===== src/rtl/shift_decoding.sv =====
// Shift decoder: reorders a 10-byte frame by walking positions start, start+step, ...
// modulo 10, where start and step are derived from an 8-byte key.
module shift_decoding (
    input  logic        clk,
    input  logic        rst,
    input  logic        in_valid,
    output logic        in_ready,
    input  logic [0:79] data_in,
    input  logic [0:63] final_key,
    output logic        out_valid,
    input  logic        out_ready,
    output logic [0:79] data_out,
    output logic        perm_ok,
    output logic        busy
);

    typedef enum logic [1:0] {StIdle, StKeyprep, StMap, StDone} state_e;

    state_e      state;
    logic [0:79] data_q;
    logic [0:63] key_q;
    logic [7:0]  t_q;
    logic [7:0]  step_q;
    logic [3:0]  j_q;
    logic [9:0]  used_q;

    logic [10:0] key_sum;
    logic [3:0]  start_idx;
    logic [7:0]  key_b0;
    logic [7:0]  s1;
    logic [7:0]  step_v;
    logic [3:0]  idx;

    always_comb begin
        key_sum = '0;
        for (int b = 0; b < 8; b++) begin
            key_sum = key_sum + {3'd0, key_q[8*b +: 8]};
        end
        start_idx = 4'(key_sum % 11'd10);
        key_b0    = key_q[0:7];
        // Even bytes are bumped to odd; multiples of 5 skip ahead so the step is coprime to 10
        // where possible. The 8-bit add wraps, so 0xFF lands on 1.
        s1        = key_b0[0] ? key_b0 : key_b0 + 8'd1;
        step_v    = ((s1 % 8'd5) == 8'd0) ? s1 + 8'd2 : s1;
        idx       = 4'(t_q % 8'd10);
    end

    assign in_ready = (state == StIdle);
    assign busy     = (state != StIdle);

    always_ff @(posedge clk) begin
        if (rst) begin
            state     <= StIdle;
            out_valid <= 1'b0;
            data_out  <= '0;
            perm_ok   <= 1'b0;
            j_q       <= '0;
            used_q    <= '0;
            t_q       <= '0;
            step_q    <= '0;
            data_q    <= '0;
            key_q     <= '0;
        end else begin
            case (state)
                StIdle: begin
                    if (in_valid) begin
                        data_q <= data_in;
                        key_q  <= final_key;
                        state  <= StKeyprep;
                    end
                end
                StKeyprep: begin
                    t_q     <= {4'd0, start_idx};
                    step_q  <= step_v;
                    used_q  <= '0;
                    perm_ok <= 1'b1;
                    j_q     <= '0;
                    state   <= StMap;
                end
                StMap: begin
                    // Collisions only clear perm_ok; the byte is still copied from idx.
                    data_out[8*j_q +: 8] <= data_q[8*idx +: 8];
                    used_q[idx]          <= 1'b1;
                    if (used_q[idx]) begin
                        perm_ok <= 1'b0;
                    end
                    t_q <= t_q + step_q;
                    j_q <= j_q + 4'd1;
                    if (j_q == 4'd9) begin
                        state     <= StDone;
                        out_valid <= 1'b1;
                    end
                end
                StDone: begin
                    if (out_ready) begin
                        out_valid <= 1'b0;
                        state     <= StIdle;
                    end
                end
                default: state <= StIdle;
            endcase
        end
    end

endmodule


===== config.mk =====
export PLATFORM = sky130hd
export DESIGN_NAME = shift_decoding
export DESIGN_NICKNAME = d
export VERILOG_FILES = /design/src/rtl/shift_decoding.sv
export SDC_FILE = /design/constraint.sdc
export NUM_CORES = 1
export LEC_CHECK = 0
export CAP_MARGIN = 20
export CELL_PAD_IN_SITES_DETAIL_PLACEMENT = 0
export CELL_PAD_IN_SITES_GLOBAL_PLACEMENT = 1
export CORE_ASPECT_RATIO = 2
export CORE_UTILIZATION = 38
export CTS_BUF_LIST = sky130_fd_sc_hd__clkbuf_16
export CTS_CLUSTER_SIZE = 8
export DETAILED_ROUTE_END_ITERATION = 7
export HOLD_SLACK_MARGIN = 0.02
export PLACE_DENSITY_LB_ADDON = 0.1
export SLEW_MARGIN = 20
export SYNTH_ARGS = -nofsm -noshare
export SYNTH_HDL_FRONTEND = slang
export SYNTH_SLANG_ARGS = --single-unit

===== constraint.sdc =====
create_clock -name clk -period 15.7 [get_ports clk]
set_input_delay 2.355 -clock clk [delete_from_list [all_inputs] [get_ports clk]]
set_output_delay 2.355 -clock clk [all_outputs]
set_load 0.02 [all_outputs]

==> results of run 1 <==
-- flip-flops by register name (all words and copies together) (netlist names) --
signal / cells
state: 2
perm_ok: 1
data_q: 80
out_valid: 1
used_q: 10
t_q: 8
step_q: 8
data_out: 80
key_q: 64
j_q: 4
-- final cells by class --
cell class / count / share of cell area (%)
clock buffer: 39 / 5.659
timing repair buffer: 246 / 14.07
sequential: 258 / 29.95
multi-input combinational: 1126 / 43.86
inverter: 137 / 2.982
clock inverter: 5 / 0.2612
tap: 445 / 3.228
-- cell families after synthesis --
group                    synth area share [%]
AND/OR/NAND/NOR                         16.85
AO/OA/AOI/OAI                           21.61
flip-flops                              37.93
buffers and inverters                   6.707
adder cells (fa/ha/maj)                 10.73
multiplexers                            4.502
XOR/XNOR                                1.672
-- cells in the final DEF (no fill, tap or decap), types with 31 or more instances in the layout --
cell type	n
sky130_fd_sc_hd__ha_1	40
sky130_fd_sc_hd__nand2_1	333
sky130_fd_sc_hd__nor2_1	75
sky130_fd_sc_hd__clkdlybuf4s50_1	230
sky130_fd_sc_hd__inv_1	137
sky130_fd_sc_hd__fa_1	48
sky130_fd_sc_hd__clkbuf_16	39
sky130_fd_sc_hd__dfxtp_1	258
sky130_fd_sc_hd__nor3_1	31
sky130_fd_sc_hd__a21oi_1	196
sky130_fd_sc_hd__a22o_1	83
sky130_fd_sc_hd__o21ai_0	34
-- routing by layer --
layer  share of wire, %  wire [um]
met2                 58      24780
met5                  0          0
met3                3.2       1382
met4                4.3       1856
met1                 34      14700
-- report_power, final --
part	leakage, nW	switching [W]	internal (W)
combinational	4.03	0.00199	0.00116
clock	0.505	0.000282	0.000437
sequential	2.10	0.0000634	0.000745
total	6.64	0.00233	0.00234
-- final timing paths --
| check | startpoint | end | slack (ns) | cells after the start |
|---|---|---|---|---|
| max | key_q[61] | t_q[1] | 8.48 | 26 |
| min | data_q[20] | data_q[20] | 0.45 | 2 |
| max reg2reg | key_q[61] | t_q[1] | 8.48 | 26 |
| min reg2reg | data_q[20] | data_q[20] | 0.45 | 2 |
-- worst reg2reg max path, delay by kind of cell (launching register included) --
kind	cells	cell delay, ns
fa+ha+maj	7	2.91
compound gates	10	2.10
simple gates	4	1.49
buf+inv	5	0.32
flops	1	0.32
-- per-stage QoR --
step                hold WS (ns)  worst slack [ns]
floorplan                 0.4315             9.267
global placement          0.4407             8.630
detailed placement        0.4431             8.493
CTS                       0.4499             8.491
global route              0.4642             8.020
finish                    0.4497             8.482
==> flow_summary.json, run 1 <==
{
  "layout.area.seq_sq_um": 5165,
  "area_share_of_the_largest_cell_type_after_synthesis_pct": 37.93,
  "io_buffer_count": 231,
  "worstSetupPathType": "flip-flop to flip-flop",
  "fin_skew_ns": 0.01410,
  "finish.net_count": 2043,
  "clock_tree.htree_level_count": 2,
  "post_synth_most_frequent_cells": "sky130_fd_sc_hd__nand2_1, sky130_fd_sc_hd__dfxtp_1, sky130_fd_sc_hd__a21oi_1, sky130_fd_sc_hd__inv_1, sky130_fd_sc_hd__a22o_1",
  "crit_path_max_fanout": 14,
  "first_global_vias": 12300,
  "filler_cell_count": 3465,
  "synth.top_cells.by_area": "sky130_fd_sc_hd__dfxtp_1, sky130_fd_sc_hd__nand2_1, sky130_fd_sc_hd__a21oi_1",
  "grt.met2_usage_pct": 48.47,
  "multiInputGateArea_sq_um": 7564,
  "slew_viol_final": 0,
  "pin_count": 232,
  "post-route-min-period_ns": 7.218,
  "syn-mean-instance-area_sq_um": 8.417,
  "fp.dieH_um": 269.7,
  "antenna_left": 0,
  "initial_antenna_violation_count": 0,
  "layout.cells.non_filler": 2256,
  "drc": 0,
  "totalWireLength_um": 42720,
  "postPlaceCellArea_sq_um": 16220,
  "insertedDiodeCount": 0,
  "post_synth_num_cell_types": 83,
  "p_leak_nw": 6.641,
  "total_nets_after_synthesis": 1854,
  "max-vdd-ir-drop_mv": 0.2019,
  "path_clk_slew_ns": 0.05,
  "most_common_cell_in_the_netlist": "sky130_fd_sc_hd__nand2_1",
  "dp_cells": 2212,
  "synthFlopType": "sky130_fd_sc_hd__dfxtp_1",
  "area_growth_syn_to_layout_pct": 26.64,
  "wl_per_cell_um": 18.94,
  "root_buffer": "sky130_fd_sc_hd__clkbuf_16",
  "chipWidth_um": 135.9,
  "cp-start-kind": "flip-flop",
  "synth_cells": 1618,
  "groute.layer.met1.usage_pct": 21.92,
  "outcome": "finished, final reports clean",
  "timing.final.hold_violations": 0,
  "initial_core_util_pct": 38.69,
  "cts_tree": "built",
  "synth_seq_cells": 258,
  "worst_path_dominant_cell_family": "adder cells",
  "cts_sink_cnt": 258,
  "power_w": 0.004676,
  "die-area_sq_um": 36640,
  "place.gp.congestion": 0.8717,
  "cts-resized-gates": 0,
  "highest_cell_delay_on_the_worst_timing_path_ns": 0.64,
  "grt.busiest_layer": "met2",
  "placement_rows": 97,
  "fin_crit_sh_pct": 45.97,
  "crit_arrival_ns": 7.64,
  "number_of_enable_type_register_cells_in_the_synthesized_netlist": 0,
  "floorplan.core_area_sq_um": 35200,
  "cts.hold.buffers_added": 0,
  "timing.max_cap.violations": 0,
  "end_of_flow_core_utilization_pct": 49.00,
  "synth_warnings": 0,
  "setup-tns-final_ns": 0,
  "min_delay_path_class": "flip-flop to flip-flop",
  "drive_gt1_share_pct": 5.798,
  "viasPerCell": 5.327,
  "worstSkewPairLatency_ns": 0.52,
  "synth_area_leader_cell": "sky130_fd_sc_hd__dfxtp_1",
  "sequential_to_total_area_share_from_yosys_stat_pct": 37.93,
  "final_instance_area_sq_um": 17250,
  "drt-initial-drc-count": 360,
  "worstMarginPinSlew_ns": 1.122,
  "grt_start_max_net_pins": 103,
  "globalRouteOverflowTotal": 0,
  "fmax_ghz": 0.1386,
  "max-clock-path-buffers": 3,
  "critPathRequiredTime_ns": 16.13,
  "critPathSlowestCell": "sky130_fd_sc_hd__or4_1",
  "synthesis.area_sq_um": 13620,
  "gr-usage-met3_pct": 2.745,
  "report.final.setup_viol": 0,
  "timing.slew.headroom_pct": 25.23,
  "power-per-cell-area_nw_per_um2": 271.1,
  "end_kind": "flip-flop",
  "grt_first_pass_wirelength_um": 66310,
  "detailed_routing_iteration_count_for_the_pre_antenna_repair_pass": 5,
  "worstPathBufferInverterCount": 5,
  "dp.final_hpwl_um": 32590,
  "synth-async-reset-ratio_pct": 0,
  "post-cts-setup-buffer-count": 0,
  "num_vias": 12020,
  "track_usage_pct": 23.61,
  "grt_setup_unrepaired": "false",
  "inserted_clock_buffers": 38
}
(Power assumes the default switching activity.)
==> run 2: changes to the inputs <==
Clock period 15.7 ns to 7.35 ns, I/O delays scaled along.
==> run 2 against run 1 <==
Flip-flop and latch count unchanged. Largest cell class unchanged. Critical path depth fell by 2. Maximum frequency up 3.9%. Non-clock buffer count rose by 6. Sequential power increased by 110%. Critical endpoint is now t_q[2]. Clock power up 110%.
==> flow_summary.json, run 2 (synthesis gave the netlist of run 1 again) <==
{
  "floorplan.core_area_sq_um": 35200,
  "cts-resized-gates": 0,
  "grt_first_pass_wirelength_um": 66100,
  "die-area_sq_um": 36640,
  "pin_count": 232,
  "max-vdd-ir-drop_mv": 0.5676,
  "post-route-min-period_ns": 6.949,
  "initial_antenna_violation_count": 0,
  "path_clk_slew_ns": 0.05,
  "fin_skew_ns": 0.01426,
  "end_kind": "flip-flop",
  "crit_arrival_ns": 7.42,
  "detailed_routing_iteration_count_for_the_pre_antenna_repair_pass": 5,
  "fin_crit_sh_pct": 94.54,
  "multiInputGateArea_sq_um": 7564,
  "finalWorstSetupSlack_ns": 0.4015,
  "timing.max_cap.violations": 0,
  "filler_cell_count": 3501,
  "drc": 0,
  "inserted_clock_buffers": 38,
  "fmax_ghz": 0.1439,
  "worst_setup_path_startpoint": "key_q[57]",
  "most_common_library_cell_in_the_layout_ignoring_fill_and_taps": "sky130_fd_sc_hd__nand2_1",
  "num_vias": 11990,
  "cts_tree": "built",
  "dp_slack_ns": 0.5070,
  "timing.slew.headroom_pct": 26.15,
  "antenna_left": 0,
  "setup-tns-final_ns": 0,
  "drive_gt1_share_pct": 6.112,
  "timing.final.hold_violations": 0,
  "initial_core_util_pct": 38.69,
  "grt_start_max_net_pins": 103,
  "placement_rows": 97,
  "worstPathBufferInverterCount": 5,
  "crit_path_cell_trace": "inv_1, fa_1, inv_1, fa_1, fa_1, inv_1, fa_1, inv_1, ha_1, a21o_1, a21o_1, a221oi_1, and2_1, mux2_2, mux2_2, and2_4, or4_1, nor2b_1, o221ai_1, a21o_1, inv_1, ha_1, a311oi_1, a22o_1",
  "worstSetupPathType": "flip-flop to flip-flop",
  "post-cts-setup-buffer-count": 0,
  "highest_cell_delay_on_the_worst_timing_path_ns": 0.55,
  "globalRouteOverflowTotal": 0,
  "wl_per_cell_um": 18.84,
  "p_leak_nw": 6.666,
  "worstMarginPinSlew_ns": 1.108,
  "drt-initial-drc-count": 496,
  "report.final.setup_viol": 0,
  "layout.area.seq_sq_um": 5165,
  "clock_tree.htree_level_count": 2,
  "totalWireLength_um": 42610,
  "io_buffer_count": 231,
  "grt_setup_unrepaired": "false",
  "place.gp.congestion": 0.8817,
  "track_usage_pct": 23.50,
  "fp.dieH_um": 269.7,
  "critPathRequiredTime_ns": 7.82,
  "crit_path_max_fanout": 7,
  "chipWidth_um": 135.9,
  "first_global_vias": 12120,
  "crit_path_frequent_cell": "sky130_fd_sc_hd__inv_1",
  "max-clock-path-buffers": 3,
  "critical_path.reg2reg.startpoint": "key_q[57]",
  "cts_sink_cnt": 258,
  "most-common-layout-cells": "sky130_fd_sc_hd__nand2_1, sky130_fd_sc_hd__dfxtp_1, sky130_fd_sc_hd__clkdlybuf4s50_1, sky130_fd_sc_hd__a21oi_1, sky130_fd_sc_hd__inv_1",
  "critPathSlowestCell": "sky130_fd_sc_hd__fa_1",
  "cp-start-kind": "flip-flop",
  "dp.final_hpwl_um": 32560,
  "reg_top3": "data_out x80, data_q x80, key_q x64",
  "root_buffer": "sky130_fd_sc_hd__clkbuf_16",
  "finish.net_count": 2049,
  "viasPerCell": 5.301,
  "insertedDiodeCount": 0,
  "cts.hold.buffers_added": 0,
  "area_growth_syn_to_layout_pct": 26.97,
  "outcome": "finished, final reports clean",
  "worst_path_dominant_cell_family": "adder cells",
  "power-per-cell-area_nw_per_um2": 589.6,
  "min_delay_path_class": "flip-flop to flip-flop",
  "worstSkewPairLatency_ns": 0.52,
  "slew_viol_final": 0,
  "hp-start": "data_q[3]"
}
run 2: path summary, 6_finish.rpt:
path                            cells past startpoint        end  slack [ns]
worst max-delay path                               24     t_q[2]        0.40
worst min-delay path                                2  data_q[3]        0.45
worst max register to register                     24     t_q[2]        0.40
worst min register to register                      2  data_q[3]        0.45
run 2: area by class of cell:
type,instances,area share [%]
clock inverters,4,0.2533
clock buffers,39,5.644
multi-input cells,1126,43.74
flip-flops and latches,258,29.87
well taps,445,3.220
inverters,137,2.974
repair buffers,252,14.29
run 2: worst min-delay path, delay by kind of cell (launching register included):
kind	cells	cell delay (ns)
compound gates	1	0.05
flops	1	0.30
simple gates	1	0.05
run 2: metrics by stage:
stage,util [%],hold WS (ns),power (W),cells,instance area (sq um)
after global routing,49.13,0.4670,0.01101,2261,17290
final,49.13,0.4509,0.01019,2261,17290
after detailed placement,46.23,0.4436,0.008629,2218,16270
after floorplan,-,0.4315,0.006770,1618,13620
after global placement,46.20,0.4405,0.008587,2217,16260
after CTS,49.13,0.4500,0.01023,2261,17290
run 2: layer usage:
layer | vias up | wire [um] | track usage [%]
met4 | 0 | 1799 | 10.58
met1 | 5643 | 14810 | 22.61
met3 | 83 | 1577 | 3.008
met2 | 308 | 24420 | 47.35
li1 | 5951 | - | -
met5 | - | 0 | 0
run 2: power by group:
part           switching [W]  internal, W  leakage [nW]  total, W
clock network       0.000611     0.000934         0.500   0.00154
logic                0.00427      0.00266          4.06   0.00693
registers           0.000132      0.00159          2.10   0.00172
total                0.00501      0.00518          6.67    0.0102
==> run 3: changes to the inputs <==
Settings changed: CTS_CLUSTER_DIAMETER set to 200.
==> run 3 against run 2 <==
Cell count about the same. Critical path type unchanged. Clock skew decreased by 0.00092 ns. Wire length decreased by 0.58%. Flip-flop and latch count unchanged. Global-route usage decreased by 0.12 points. Maximum frequency increased by 0.88%. Die area unchanged. Utilization about the same. Combinational power about the same.
==> flow_summary.json, run 3 (synthesis gave the netlist of run 1 again) <==
{
  "layout.cells.non_filler": 2260,
  "cts-resized-gates": 0,
  "cts_tree": "built",
  "grt_first_pass_wirelength_um": 65950,
  "grt_setup_unrepaired": "false",
  "crit_path_frequent_cell": "sky130_fd_sc_hd__fa_1",
  "reg_top3": "data_out x80, data_q x80, key_q x64",
  "fp.dieH_um": 269.7,
  "max-vdd-ir-drop_mv": 0.5738,
  "max-clock-path-buffers": 3,
  "report.final.setup_viol": 0,
  "worst_path_dominant_cell_family": "compound AO/OA/AOI/OAI gates",
  "drc": 0,
  "worstSetupPathType": "flip-flop to flip-flop",
  "most-common-layout-cells": "sky130_fd_sc_hd__nand2_1, sky130_fd_sc_hd__dfxtp_1, sky130_fd_sc_hd__clkdlybuf4s50_1, sky130_fd_sc_hd__a21oi_1, sky130_fd_sc_hd__inv_1",
  "cp-start-kind": "flip-flop",
  "highest_cell_delay_on_the_worst_timing_path_ns": 0.59,
  "clock_tree.htree_level_count": 2,
  "inserted_clock_buffers": 38,
  "worstMarginPinSlew_ns": 1.110,
  "crit_arrival_ns": 7.28,
  "num_vias": 12020,
  "totalWireLength_um": 42360,
  "viasPerCell": 5.320,
  "slew_viol_final": 0,
  "dp_slack_ns": 0.5070,
  "insertedDiodeCount": 0,
  "outcome": "finished, final reports clean",
  "io_buffer_count": 231,
  "crit_path_max_fanout": 9,
  "end_of_flow_core_utilization_pct": 49.12,
  "fin_crit_sh_pct": 93.71,
  "wl_per_cell_um": 18.74,
  "detailed_routing_iteration_count_for_the_pre_antenna_repair_pass": 5,
  "end_kind": "flip-flop",
  "placement_rows": 97,
  "post-cts-setup-buffer-count": 0,
  "hold_ws_ns": 0.4511,
  "finalWorstSetupSlack_ns": 0.4620,
  "post-route-min-period_ns": 6.888,
  "pin_count": 232,
  "min_delay_path_class": "flip-flop to flip-flop",
  "path_clk_slew_ns": 0.05,
  "worstSkewPairLatency_ns": 0.52,
  "drt-initial-drc-count": 457,
  "fmax_ghz": 0.1452,
  "timing.slew.headroom_pct": 25.98,
  "die-area_sq_um": 36640,
  "root_buffer": "sky130_fd_sc_hd__clkbuf_16",
  "power-per-cell-area_nw_per_um2": 588.0,
  "worstPathBufferInverterCount": 4,
  "timing.final.hold_violations": 0,
  "dp_cells": 2218,
  "dp.final_hpwl_um": 32560,
  "timing.max_cap.violations": 0,
  "crit_path_cell_trace": "inv_1, fa_1, inv_1, fa_1, fa_1, fa_1, ha_1, inv_1, fa_1, nand2b_1, a21o_1, a221oi_1, nand2_1, o21ai_0, a21oi_1, o211ai_1, a21oi_1, a2111oi_0, buf_4, nand2_1, a211o_1, a21oi_1, a211oi_1",
  "fin_skew_ns": 0.01334,
  "setup-tns-final_ns": 0,
  "critPathRequiredTime_ns": 7.75,
  "initial_antenna_violation_count": 0,
  "p_leak_nw": 6.664,
  "first_global_vias": 12150,
  "area_growth_syn_to_layout_pct": 26.95,
  "grt_start_max_net_pins": 103,
  "antenna_left": 0,
  "place.gp.congestion": 0.8817,
  "initial_core_util_pct": 38.69,
  "track_usage_pct": 23.38,
  "cts_sink_cnt": 258,
  "cts.hold.buffers_added": 0,
  "drive_gt1_share_pct": 6.116,
  "chipWidth_um": 135.9,
  "floorplan.core_area_sq_um": 35200,
  "most_common_library_cell_in_the_layout_ignoring_fill_and_taps": "sky130_fd_sc_hd__nand2_1",
  "critPathSlowestCell": "sky130_fd_sc_hd__o211ai_1",
  "globalRouteOverflowTotal": 0,
  "finish.net_count": 2049
}
-- run 3: cell types whose count changed in the layout (fill, tap and decap cells not counted), sizes merged --
| cell | previous run | this run |
|---|---|---|
| clkinv | 2 | 3 |
| inv | 138 | 137 |
| clkinvlp | 1 | 0 |
-- run 3: per-stage QoR --
stage / cell area [sq um] / total power (W)
3_5_place_dp: 16270 / 0.008629
2_1_floorplan: 13620 / 0.006770
6_report: 17290 / 0.01016
5_1_grt: 17290 / 0.01100
3_3_place_gp: 16260 / 0.008587
4_1_cts: 17290 / 0.01022
-- run 3: cell type report --
| type | count | area (sq um) |
|---|---|---|
| well taps | 445 | 556.8 |
| repair buffers | 252 | 2471 |
| clock inverters | 3 | 41.29 |
| clock buffers | 39 | 975.9 |
| multi-input cells | 1126 | 7564 |
| fillers | 3504 | 17910 |
| inverters | 137 | 514.2 |
| flip-flops and latches | 258 | 5165 |
-- run 3: report_power, final --
group	internal, W	switching, W
registers	0.00159	0.000132
clock network	0.000933	0.000605
logic	0.00265	0.00425
total	0.00518	0.00498
-- run 3: worst register-to-register path: cells and delay by family (launching register included) --
family,cells,cell delay (ns)
buffers and inverters,4,0.40
flip-flops,1,0.33
AND/OR/NAND/NOR,3,0.52
adder cells (fa/ha/maj),6,2.73
AO/OA/AOI/OAI,10,2.80
-- run 3: final timing paths --
kind	start	to	slack, ns	cells past startpoint
hold reg to reg	data_q[47]	data_q[47]	0.45	2
setup reg to reg	key_q[61]	t_q[1]	0.46	23
setup / recovery	key_q[61]	t_q[1]	0.46	23
hold / removal	data_q[47]	data_q[47]	0.45	2
-- run 3: layer usage --
layer,vias to the layer above,share of wire (%),GRT usage [%]
li1,5947,-,-
met1,5706,35,22.59
met2,288,57,47.06
met3,82,3.2,2.876
met4,0,4.3,10.58
met5,-,0,0
